===== src/rtl/multi_clock_divider_pkg.sv =====
// multi_clock_divider_pkg
// Shared definitions for the multi-channel clock divider:
//   ch_w()          - width of the channel-select field, at least one bit
//   DEFAULT_CNT_W   - default width of the counter / half-period registers
//   cnt_t           - counter type at the default width
//   MIN_HALF_PERIOD - smallest legal half-period; a requested 0 becomes this
package multi_clock_divider_pkg;

  localparam int DEFAULT_CNT_W   = 24;
  localparam int MIN_HALF_PERIOD = 1;

  typedef logic [DEFAULT_CNT_W-1:0] cnt_t;

  // Channel-select width: $clog2 returns 0 for a single channel, which would
  // produce a zero-width port, so clamp to one bit.
  function automatic int ch_w(input int num_ch);
    int w;
    w = $clog2(num_ch);
    if (w < 1) begin
      return 1;
    end else begin
      return w;
    end
  endfunction

endpackage


===== src/rtl/multi_clock_divider_if.sv =====
// multi_clock_divider_if
// Valid/ready configuration port of the clock divider.
//   cfg_valid       - request valid (master -> slave)
//   cfg_ready       - request accepted this cycle (slave -> master)
//   cfg_ch          - target channel
//   cfg_half_period - new half-period in clk_in cycles
// Modports: master (requester), slave (divider).
interface multi_clock_divider_if
  import multi_clock_divider_pkg::*;
#(
  parameter int NUM_CH = 4,
  parameter int CNT_W  = DEFAULT_CNT_W
);

  localparam int CH_W = ch_w(NUM_CH);

  logic             cfg_valid;
  logic             cfg_ready;
  logic [CH_W-1:0]  cfg_ch;
  logic [CNT_W-1:0] cfg_half_period;

  modport master (output cfg_valid, output cfg_ch, output cfg_half_period, input cfg_ready);
  modport slave  (input cfg_valid, input cfg_ch, input cfg_half_period, output cfg_ready);

endinterface


===== src/rtl/multi_clock_divider_ch.sv =====
// clock_divider_ch
// One divider channel: 50%-duty output with a runtime half-period. A newly
// loaded half-period is staged and only takes effect at a period boundary,
// when the channel is disabled, or on a restart, so no runt pulse is produced.
// Ports:
//   clk_in, rst_n  - clock, synchronous active-low reset
//   en             - run enable (low holds the output at 0)
//   sync_restart   - realign: count and output cleared
//   load           - stage load_value (already saturated to >= 1)
//   load_value     - half-period to stage
//   clk_out        - divided clock, registered
//   pending        - a staged value is waiting to be applied
//   tick           - (MULTI_CLOCK_DIVIDER_TICK_EN only) one-cycle pulse on
//                    each rising edge of clk_out
module clock_divider_ch
  import multi_clock_divider_pkg::*;
#(
  parameter int CNT_W               = DEFAULT_CNT_W,
  parameter int DEFAULT_HALF_PERIOD = 1
) (
  input  logic             clk_in,
  input  logic             rst_n,
  input  logic             en,
  input  logic             sync_restart,
  input  logic             load,
  input  logic [CNT_W-1:0] load_value,
  output logic             clk_out,
  output logic             pending
`ifdef MULTI_CLOCK_DIVIDER_TICK_EN
  ,
  output logic             tick
`endif
);

  localparam logic [CNT_W-1:0] RESET_HALF = CNT_W'(DEFAULT_HALF_PERIOD);
  localparam logic [CNT_W-1:0] CNT_ONE    = CNT_W'(1);
  localparam logic [CNT_W-1:0] CNT_ZERO   = {CNT_W{1'b0}};

  logic [CNT_W-1:0] count;
  logic [CNT_W-1:0] active;
  logic [CNT_W-1:0] staged;
  logic [CNT_W-1:0] count_next;
  logic [CNT_W-1:0] active_next;
  logic [CNT_W-1:0] staged_next;
  logic             clk_next;
  logic             pending_next;
  logic             terminal;
`ifdef MULTI_CLOCK_DIVIDER_TICK_EN
  logic             tick_next;
`endif

  // active is never below 1, so active-1 cannot underflow.
  assign terminal = (count == (active - CNT_ONE));

  // Next-state: restart/disable beats terminal count; a load in the same
  // cycle is staged after the boundary decision so it waits for the next one.
  always_comb begin
    count_next   = count;
    active_next  = active;
    staged_next  = staged;
    clk_next     = clk_out;
    pending_next = pending;
`ifdef MULTI_CLOCK_DIVIDER_TICK_EN
    tick_next    = 1'b0;
`endif
    if (sync_restart || !en) begin
      count_next   = CNT_ZERO;
      clk_next     = 1'b0;
      active_next  = pending ? staged : active;
      pending_next = 1'b0;
    end else if (terminal) begin
      count_next   = CNT_ZERO;
      clk_next     = ~clk_out;
      active_next  = pending ? staged : active;
      pending_next = 1'b0;
`ifdef MULTI_CLOCK_DIVIDER_TICK_EN
      tick_next    = ~clk_out;
`endif
    end else begin
      count_next = count + CNT_ONE;
    end

    if (load) begin
      staged_next  = load_value;
      pending_next = 1'b1;
    end else begin
      staged_next = staged;
    end
  end

  // Channel state registers.
  always_ff @(posedge clk_in) begin
    if (!rst_n) begin
      count   <= CNT_ZERO;
      active  <= RESET_HALF;
      staged  <= RESET_HALF;
      clk_out <= 1'b0;
      pending <= 1'b0;
    end else begin
      count   <= count_next;
      active  <= active_next;
      staged  <= staged_next;
      clk_out <= clk_next;
      pending <= pending_next;
    end
  end

`ifdef MULTI_CLOCK_DIVIDER_TICK_EN
  // Rising-edge marker register.
  always_ff @(posedge clk_in) begin
    if (!rst_n) begin
      tick <= 1'b0;
    end else begin
      tick <= tick_next;
    end
  end
`endif

endmodule


===== src/rtl/multi_clock_divider.sv =====
// multi_clock_divider
// NUM_CH independent 50%-duty clock dividers driven from clk_in, each with a
// half-period programmable through a valid/ready config port. This level only
// decodes the config request, forms cfg_ready and fans out sync_restart.
// Optional feature macro: MULTI_CLOCK_DIVIDER_TICK_EN adds the tick output.
// Ports:
//   clk_in, rst_n  - clock, synchronous active-low reset
//   en[NUM_CH]     - per-channel run enable
//   sync_restart   - one-cycle pulse realigning all channels
//   cfg            - config port (slave): cfg_valid/cfg_ready/cfg_ch/cfg_half_period
//   clk_out        - divided clocks, registered
//   pending        - per-channel staged value not yet applied
//   tick           - (macro only) one-cycle pulse per rising clk_out
module multi_clock_divider
  import multi_clock_divider_pkg::*;
#(
  parameter int NUM_CH              = 4,
  parameter int CNT_W               = DEFAULT_CNT_W,
  parameter int DEFAULT_HALF_PERIOD = 1
) (
  input  logic                 clk_in,
  input  logic                 rst_n,
  input  logic [NUM_CH-1:0]    en,
  input  logic                 sync_restart,
  multi_clock_divider_if.slave cfg,
  output logic [NUM_CH-1:0]    clk_out,
  output logic [NUM_CH-1:0]    pending
`ifdef MULTI_CLOCK_DIVIDER_TICK_EN
  ,
  output logic [NUM_CH-1:0]    tick
`endif
);

  localparam int CH_W = ch_w(NUM_CH);

  logic [NUM_CH-1:0] hit;
  logic [NUM_CH-1:0] load;
  logic              ready;
  logic              accept;
  logic [CNT_W-1:0]  load_value;

  // An out-of-range channel matches nothing, so it is always ready and the
  // transfer is absorbed without touching any channel.
  assign ready         = ~|(hit & pending);
  assign cfg.cfg_ready = ready;
  assign accept        = cfg.cfg_valid & ready;
  assign load_value    = (cfg.cfg_half_period == {CNT_W{1'b0}}) ?
                         CNT_W'(MIN_HALF_PERIOD) : cfg.cfg_half_period;

  for (genvar g = 0; g < NUM_CH; g++) begin : g_ch
    assign hit[g]  = (cfg.cfg_ch == CH_W'(g));
    assign load[g] = accept & hit[g];

    clock_divider_ch #(
      .CNT_W               (CNT_W),
      .DEFAULT_HALF_PERIOD (DEFAULT_HALF_PERIOD)
    ) u_ch (
      .clk_in       (clk_in),
      .rst_n        (rst_n),
      .en           (en[g]),
      .sync_restart (sync_restart),
      .load         (load[g]),
      .load_value   (load_value),
      .clk_out      (clk_out[g]),
      .pending      (pending[g])
`ifdef MULTI_CLOCK_DIVIDER_TICK_EN
      ,
      .tick         (tick[g])
`endif
    );
  end

endmodule


===== src/flat_wrapper.sv =====
// flat-port wrapper written by rule: the top's interface ports become plain ports
module multi_clock_divider_flat import multi_clock_divider_pkg::*;
#(
  parameter int NUM_CH              = 4,
  parameter int CNT_W               = DEFAULT_CNT_W,
  parameter int DEFAULT_HALF_PERIOD = 1
)
  (clk_in, rst_n, en, sync_restart, clk_out, pending, cfg_cfg_valid, cfg_cfg_ch, cfg_cfg_half_period, cfg_cfg_ready);
  multi_clock_divider_if #(.NUM_CH(NUM_CH), .CNT_W(CNT_W)) cfg_i ();
  input  logic clk_in;
  input  logic rst_n;
  input  logic [NUM_CH-1:0] en;
  input  logic sync_restart;
  output logic [NUM_CH-1:0] clk_out;
  output logic [NUM_CH-1:0] pending;
  input wire logic [$bits(cfg_i.cfg_valid)-1:0] cfg_cfg_valid;
  input wire logic [$bits(cfg_i.cfg_ch)-1:0] cfg_cfg_ch;
  input wire logic [$bits(cfg_i.cfg_half_period)-1:0] cfg_cfg_half_period;
  output wire logic [$bits(cfg_i.cfg_ready)-1:0] cfg_cfg_ready;
  assign cfg_i.cfg_valid = cfg_cfg_valid;
  assign cfg_i.cfg_ch = cfg_cfg_ch;
  assign cfg_i.cfg_half_period = cfg_cfg_half_period;
  assign cfg_cfg_ready = cfg_i.cfg_ready;
  multi_clock_divider #(.NUM_CH(NUM_CH), .CNT_W(CNT_W), .DEFAULT_HALF_PERIOD(DEFAULT_HALF_PERIOD)) u_core (.clk_in(clk_in), .rst_n(rst_n), .en(en), .sync_restart(sync_restart), .cfg(cfg_i), .clk_out(clk_out), .pending(pending));
endmodule

===== config.mk =====
export PLATFORM = sky130hd
export DESIGN_NAME = multi_clock_divider_flat
export DESIGN_NICKNAME = d
export VERILOG_FILES = /design/src/rtl/multi_clock_divider_pkg.sv /design/src/rtl/multi_clock_divider_if.sv /design/src/rtl/multi_clock_divider_ch.sv /design/src/rtl/multi_clock_divider.sv /design/src/flat_wrapper.sv
export SDC_FILE = /design/constraint.sdc
export NUM_CORES = 1
export LEC_CHECK = 0
export BUFFER_PORTS_ARGS = -buffer_cell sky130_fd_sc_hd__buf_2
export CORE_MARGIN = 2
export CORE_UTILIZATION = 60
export DETAILED_ROUTE_END_ITERATION = 10
export GPL_ROUTABILITY_DRIVEN = 0
export GPL_TIMING_DRIVEN = 1
export PLACE_DENSITY = 0.79
export RECOVER_POWER = 100
export SLEW_MARGIN = 5
export SYNTH_ARGS = -nofsm -noshare
export SYNTH_HDL_FRONTEND = slang
export SYNTH_SLANG_ARGS = --single-unit

===== constraint.sdc =====
create_clock -name clk_in -period 4.52 [get_ports clk_in]
set_input_delay 0.452 -clock clk_in [delete_from_list [all_inputs] [get_ports clk_in]]
set_output_delay 0.452 -clock clk_in [all_outputs]
set_load 0.02 [all_outputs]

Yosys cells after proc, flatten, opt, wreduce, memory -nomap -nowiden:

Cells that the tools add are included.

* flip-flop bits (word level): 296
* latch bits: 0
* RAM bits: 0
* bits in read-only memories: 0
* bits of input ports: 34
* output and inout bits: 9
* logic and storage cells: 99
* memories kept: 0

* $add $sub $neg: 8
* multiply operators: 0
* divide/modulo/power cells: 0
* order comparisons: 0
* equality and inequality tests: 7
* shift-type cells: 0
* muxes and demuxes: 25
* bitwise operators: 11
* reductions and logical operators: 28

Operators by type and width (number)
* $mux 24: 13
* $add 24x1->24 const B: 4
* $eq 24x24->1: 4
* $sub 24x1->24 const B: 4
* $logic_not 24->1: 1
* $mux 1: 12
* $reduce_bool 3->1: 4
* $reduce_or 3->1: 4
* $reduce_bool 2->1: 4
* $reduce_or 2->1: 4
* $and 1x1->1: 5
* $logic_not 1->1: 5
* $not 1->1: 5
* $and 4x4->4: 1
* $eq 2x2->1 const B: 2
* $logic_or 1x1->1: 4
* $reduce_or 4->1: 1
* $eq 2x1->1 const B: 1
* $logic_not 2->1: 1

Longest topological paths before layout:

* word-level depth: 7
* depth in mapped cells: 13
* mapped depth without buffers: 10

Modules after synthesis:

A second synthesis with hierarchy kept.

* cells, all modules: 1775
* area total of the unflattened synthesis: 15432.3 µm²

By module, submodules not included
* clock_divider_ch: times used 4, cells each 434, area an instance 3807.4 µm², seq. area each 1481.4 µm²
* multi_clock_divider: times used 1, cells each 39, area an instance 202.7 µm², seq. area each 0.0 µm²

Worst setup path before layout:

No wires, ideal clock.

* path kind: flip-flop to flip-flop
* start: register u_core.g_ch[1].u_ch.active[0]
* end: register u_core.g_ch[1].u_ch.active[13]
* setup time: 0.072 ns
* data arrival time: 2.851 ns
* data required time: 4.448 ns
* path slack: 1.598 ns
* stages on the path, launching flop included: 13
* path buffers: 2
* clock period less this slack: 2.922 ns
* cell sequence: dfxtp_1 inv_1 ha_1 or4b_1 or3_1 nor3b_2 xnor2_1 a2111oi_2 o2111ai_2 a21boi_2 buf_6 buf_8 mux2i_1

* cells in the longest elaborated chain, start to end: 3

Ends and longest elaborated chain
* start: declaration: line multi_clock_divider_ch.sv:40 `logic [CNT_W-1:0] active;`
* start signal: assignment: line multi_clock_divider_ch.sv:101 `active <= active_next;`
* $sub 24x1->24: line multi_clock_divider_ch.sv:53 `assign terminal = (count == (active - CNT_ONE));`
* $eq 24x24->1: line multi_clock_divider_ch.sv:53
* $reduce_bool 2->1 (no line)

No other way between the ends.
A chain may end at the register's enable or synchronous reset.

Worst setup path after layout:

* start: register u_core.g_ch[2].u_ch.active[0]
* end: register u_core.g_ch[2].u_ch.active[22]

* cells in the longest elaborated chain, start to end: 3

Ends and longest elaborated chain (line)
* start: declaration: multi_clock_divider_ch.sv:40
* start signal: assignment: multi_clock_divider_ch.sv:101
* $sub 24x1->24: multi_clock_divider_ch.sv:53
* $eq 24x24->1: multi_clock_divider_ch.sv:53
* $reduce_bool 2->1 (no line)

No other way between the ends.

==> metrics.yaml <==
yosysWarnings: 0
wl_um: 36400
rsz0062_at_grt: "false"
grt_pass1_wl_um: 59800
dr.pass1.iters: 8
dp_hpwl_um: 25100
cts_setup_buffers: 0
final_antenna_net_count: 0
ys_top_cells_by_area: "dfxtp_1, nand2_1, xnor2_1"
fin_skew_ns: 0.0107
reg2reg_depth: 11
r2r_start: "u_core.g_ch[2].u_ch.active[0]$_SDFFE_PN1P_"
cp_common_cell: "nand4_1"
ys_ff_latch: 296
reg2reg_to: "u_core.g_ch[2].u_ch.active[22]$_SDFFE_PN0P_"
cts_tree: "yes"
yosysTopAreaCellShare: 0.377
ff2ff_setup_slack_ns: 0.70
syn_inst: 1898
die_area_um2: 27500
ys_seq_area_frac: 0.377
status: "finished with violations"
cpPeakStageDelay_ns: 0.67
ios: 43
drc: 0
fp.dieW_um: 166
start_util: 0.607
rows: 59
ys_types: 81
hold_violations: 0
multi_input_area_um2: 9060
end_kind: "register"
clock-root-buffer: "clkbuf_16"
vdd_ir_drop_max_mv: 0.290
syn_nets: 1940
areaGrowthSynthToFinish_pct: 7.18
setup_viol: 0
critPathKind: "reg -> reg"
synth_area_leader_cell: "dfxtp_1"
cp-startpoint: "u_core.g_ch[2].u_ch.active[0]$_SDFFE_PN1P_"
antenna_found_initial: 1
required_ns: 5.00
seq_area_um2: 5930
cts_max_path_buffers: 3
p_per_area_nw_per_um2: 332
clk_pin_slew_ns: 0.06
clock-sinks: 296
power_mw: 5.60
min_period_ns: 3.82
min_from: "en[0]"
fill_cells: 2135
synth_top_flop_cell: "dfxtp_1"
post_cts_resized: 0
p_leak_nw: 5.81
ctsHtreeMaxLevel: 1
chipHeight_um: 166
fin_nets: 1901
worstPathMaxFanout: 24
hp-class: "in -> reg"
fin_tns_setup_ns: 0
slew_violations: 205
synth_top_family_by_area: "simple AND/OR/NAND/NOR gates"
fmax_ghz: 0.262
track_usage: 0.255
hold_end: "u_core.g_ch[0].u_ch.clk_out$_SDFFE_PP0N_"
violations: "capacitance limit, slew limit"
post-route-period-util: 0.844
port_buffers: 42
drt_iter0_markers: 1108
fin_util: 0.650
avgSynthCellArea_um2: 8.29
path_cells: "inv_1 -> ha_1 -> nor4b_1 -> nand4_1 -> nor3_1 -> xnor2_1 -> a2111oi_0 -> nand4_1 -> a21boi_2 -> clkbuf_2 -> mux2i_1"
grt_max_degree: 117
holdBufCountCts: 0
worst-path-buf-inv: 2
stdcell_area_um2: 16900
post_dp_cell_area_um2: 15900
coreArea_um2: 25900
async_flop_share: 0
synth_enable_flop_cells: 0
maxCapViolations: 2
synth_xor_area_frac: 0.118
overflow: 0
synthSimpleGateAreaFrac: 0.280
synth_compound_area_frac: 0.121
vias: 13107
post_synth_fa_ha_maj_area_fraction: 0.00637
tightestPinTransition_ns: 1.73
wire_per_inst_um: 16.4
cp_top_family: "simple AND/OR/NAND/NOR gates"
drive_gt1_frac: 0.0723
critPathLaunchType: "register"
whs_path_depth: 2
crit_path_top_delay_cell: "nor4b_1"
via_per_inst: 5.91
syn_area_um2: 15700
cts_buffers: 31
slew_headroom: -0.151
yosys-mux-area-fraction: 0.0526
worstPathArrival_ns: 4.30
grt_pass1_vias: 12042
clk_latency_ns: 0.56
==> cells in the final DEF (no fill, tap or decap), types with 6 or more instances in the layout <==
master     count
nand2_1      378
dfxtp_1      296
nor2_1       163
xnor2_1      128
a21boi_0      97
nand3_1       83
xor2_1        83
mux2i_1       77
nand4_1       48
nor4_1        36
nor3_1        33
buf_2         33
clkbuf_16     31
inv_1         28
and3_1        27
a41oi_1       25
o211ai_1      24
and3b_1       24
or3_1         21
o21ai_0       18
clkbuf_1      15
nor2b_1       13
or4_1         11
a21oi_1       11
and4_1        11
a31oi_1       11
ha_1           8
buf_4          8
clkbuf_8       7
nor3b_1        6
and2_1         6
clkinv_2       6
==> final cells by class <==
| type | count | area share |
|---|---|---|
| multi-input cells | 1445 | 0.537 |
| flip-flops and latches | 296 | 0.352 |
| clock buffers | 43 | 0.0523 |
| well taps | 335 | 0.0249 |
| repair buffers | 57 | 0.0197 |
| clock inverters | 13 | 0.00779 |
| inverters | 28 | 0.00624 |
| diodes | 1 | 0.000148 |
==> Yosys cell counts (5+ instances only) <==
| cell type | number |
|---|---|
| xnor2_1 | 128 |
| nor3b_1 | 8 |
| or4_1 | 11 |
| a21oi_1 | 11 |
| clkbuf_1 | 93 |
| mux2i_1 | 77 |
| and3_1 | 27 |
| and4_1 | 11 |
| buf_4 | 10 |
| nor4_1 | 35 |
| a21boi_0 | 96 |
| o21ai_0 | 18 |
| nor3_1 | 35 |
| o211ai_2 | 10 |
| and3b_1 | 24 |
| or3_1 | 21 |
| xor2_1 | 83 |
| or2_2 | 5 |
| nor2b_1 | 14 |
| and2_1 | 6 |
| nor2_1 | 163 |
| ha_1 | 8 |
| inv_1 | 28 |
| a31oi_1 | 11 |
| buf_2 | 14 |
| nand3_1 | 83 |
| nand4_1 | 48 |
| o211ai_1 | 19 |
| a41oi_1 | 25 |
| nand2_1 | 378 |
| dfxtp_1 | 296 |
==> per-layer routing <==
layer  vias to the layer above  track usage  part of all wire
met5                         -            0                 0
met4                         0       0.0715             0.023
met3                        58       0.0374             0.053
met2                       283        0.435              0.48
met1                      6253        0.338              0.44
li1                       6513            -                 -
==> worst max-delay path by stage <==
stage / cells after the start / slack, ns / to
floorplan: 12 / 1.60 / u_core.g_ch[1].u_ch.active[13]$_SDFFE_PN0P_
global placement: 8 / 1.15 / u_core.g_ch[1].u_ch.count[16]$_SDFF_PP0_
detailed placement: 10 / 0.98 / u_core.g_ch[1].u_ch.count[10]$_SDFF_PP0_
CTS: 10 / 0.97 / u_core.g_ch[1].u_ch.count[10]$_SDFF_PP0_
global route: 11 / 0.35 / u_core.g_ch[2].u_ch.active[22]$_SDFFE_PN0P_
finish: 11 / 0.70 / u_core.g_ch[2].u_ch.active[22]$_SDFFE_PN0P_
==> stage by stage <==
stage,hold slack [ns],worst slack (ns),instances
final,0.148,0.704,2218
after CTS,0.128,0.971,2217
after floorplan,0.436,1.60,1898
after global routing,0.148,0.353,2217
after detailed placement,0.451,0.976,2161
after global placement,0.443,1.15,2161
==> state kept, by name (all words and copies together) (netlist names) <==
| name | count |
|---|---|
| u_core.g_ch.u_ch.active | 96 |
| u_core.g_ch.u_ch.clk_out | 4 |
| u_core.g_ch.u_ch.staged | 96 |
| u_core.g_ch.u_ch.count | 96 |
| u_core.g_ch.u_ch.pending | 4 |
==> cell families after synthesis <==
family | Yosys count
xor gates and xnor gates | 211
DFF | 296
and+or+nand+nor | 902
buffers and inverters | 157
AOI/OAI and AO/OA | 243
adders and majority gates | 8
muxes | 81
==> power breakdown <==
group / leakage [nW] / internal, mW / switching, mW
clock network: 0.497 / 1.47 / 1.05
logic: 2.92 / 0.125 / 0.270
registers: 2.39 / 2.65 / 0.0330
No activity file was read; power rests on OpenSTA's default activity.
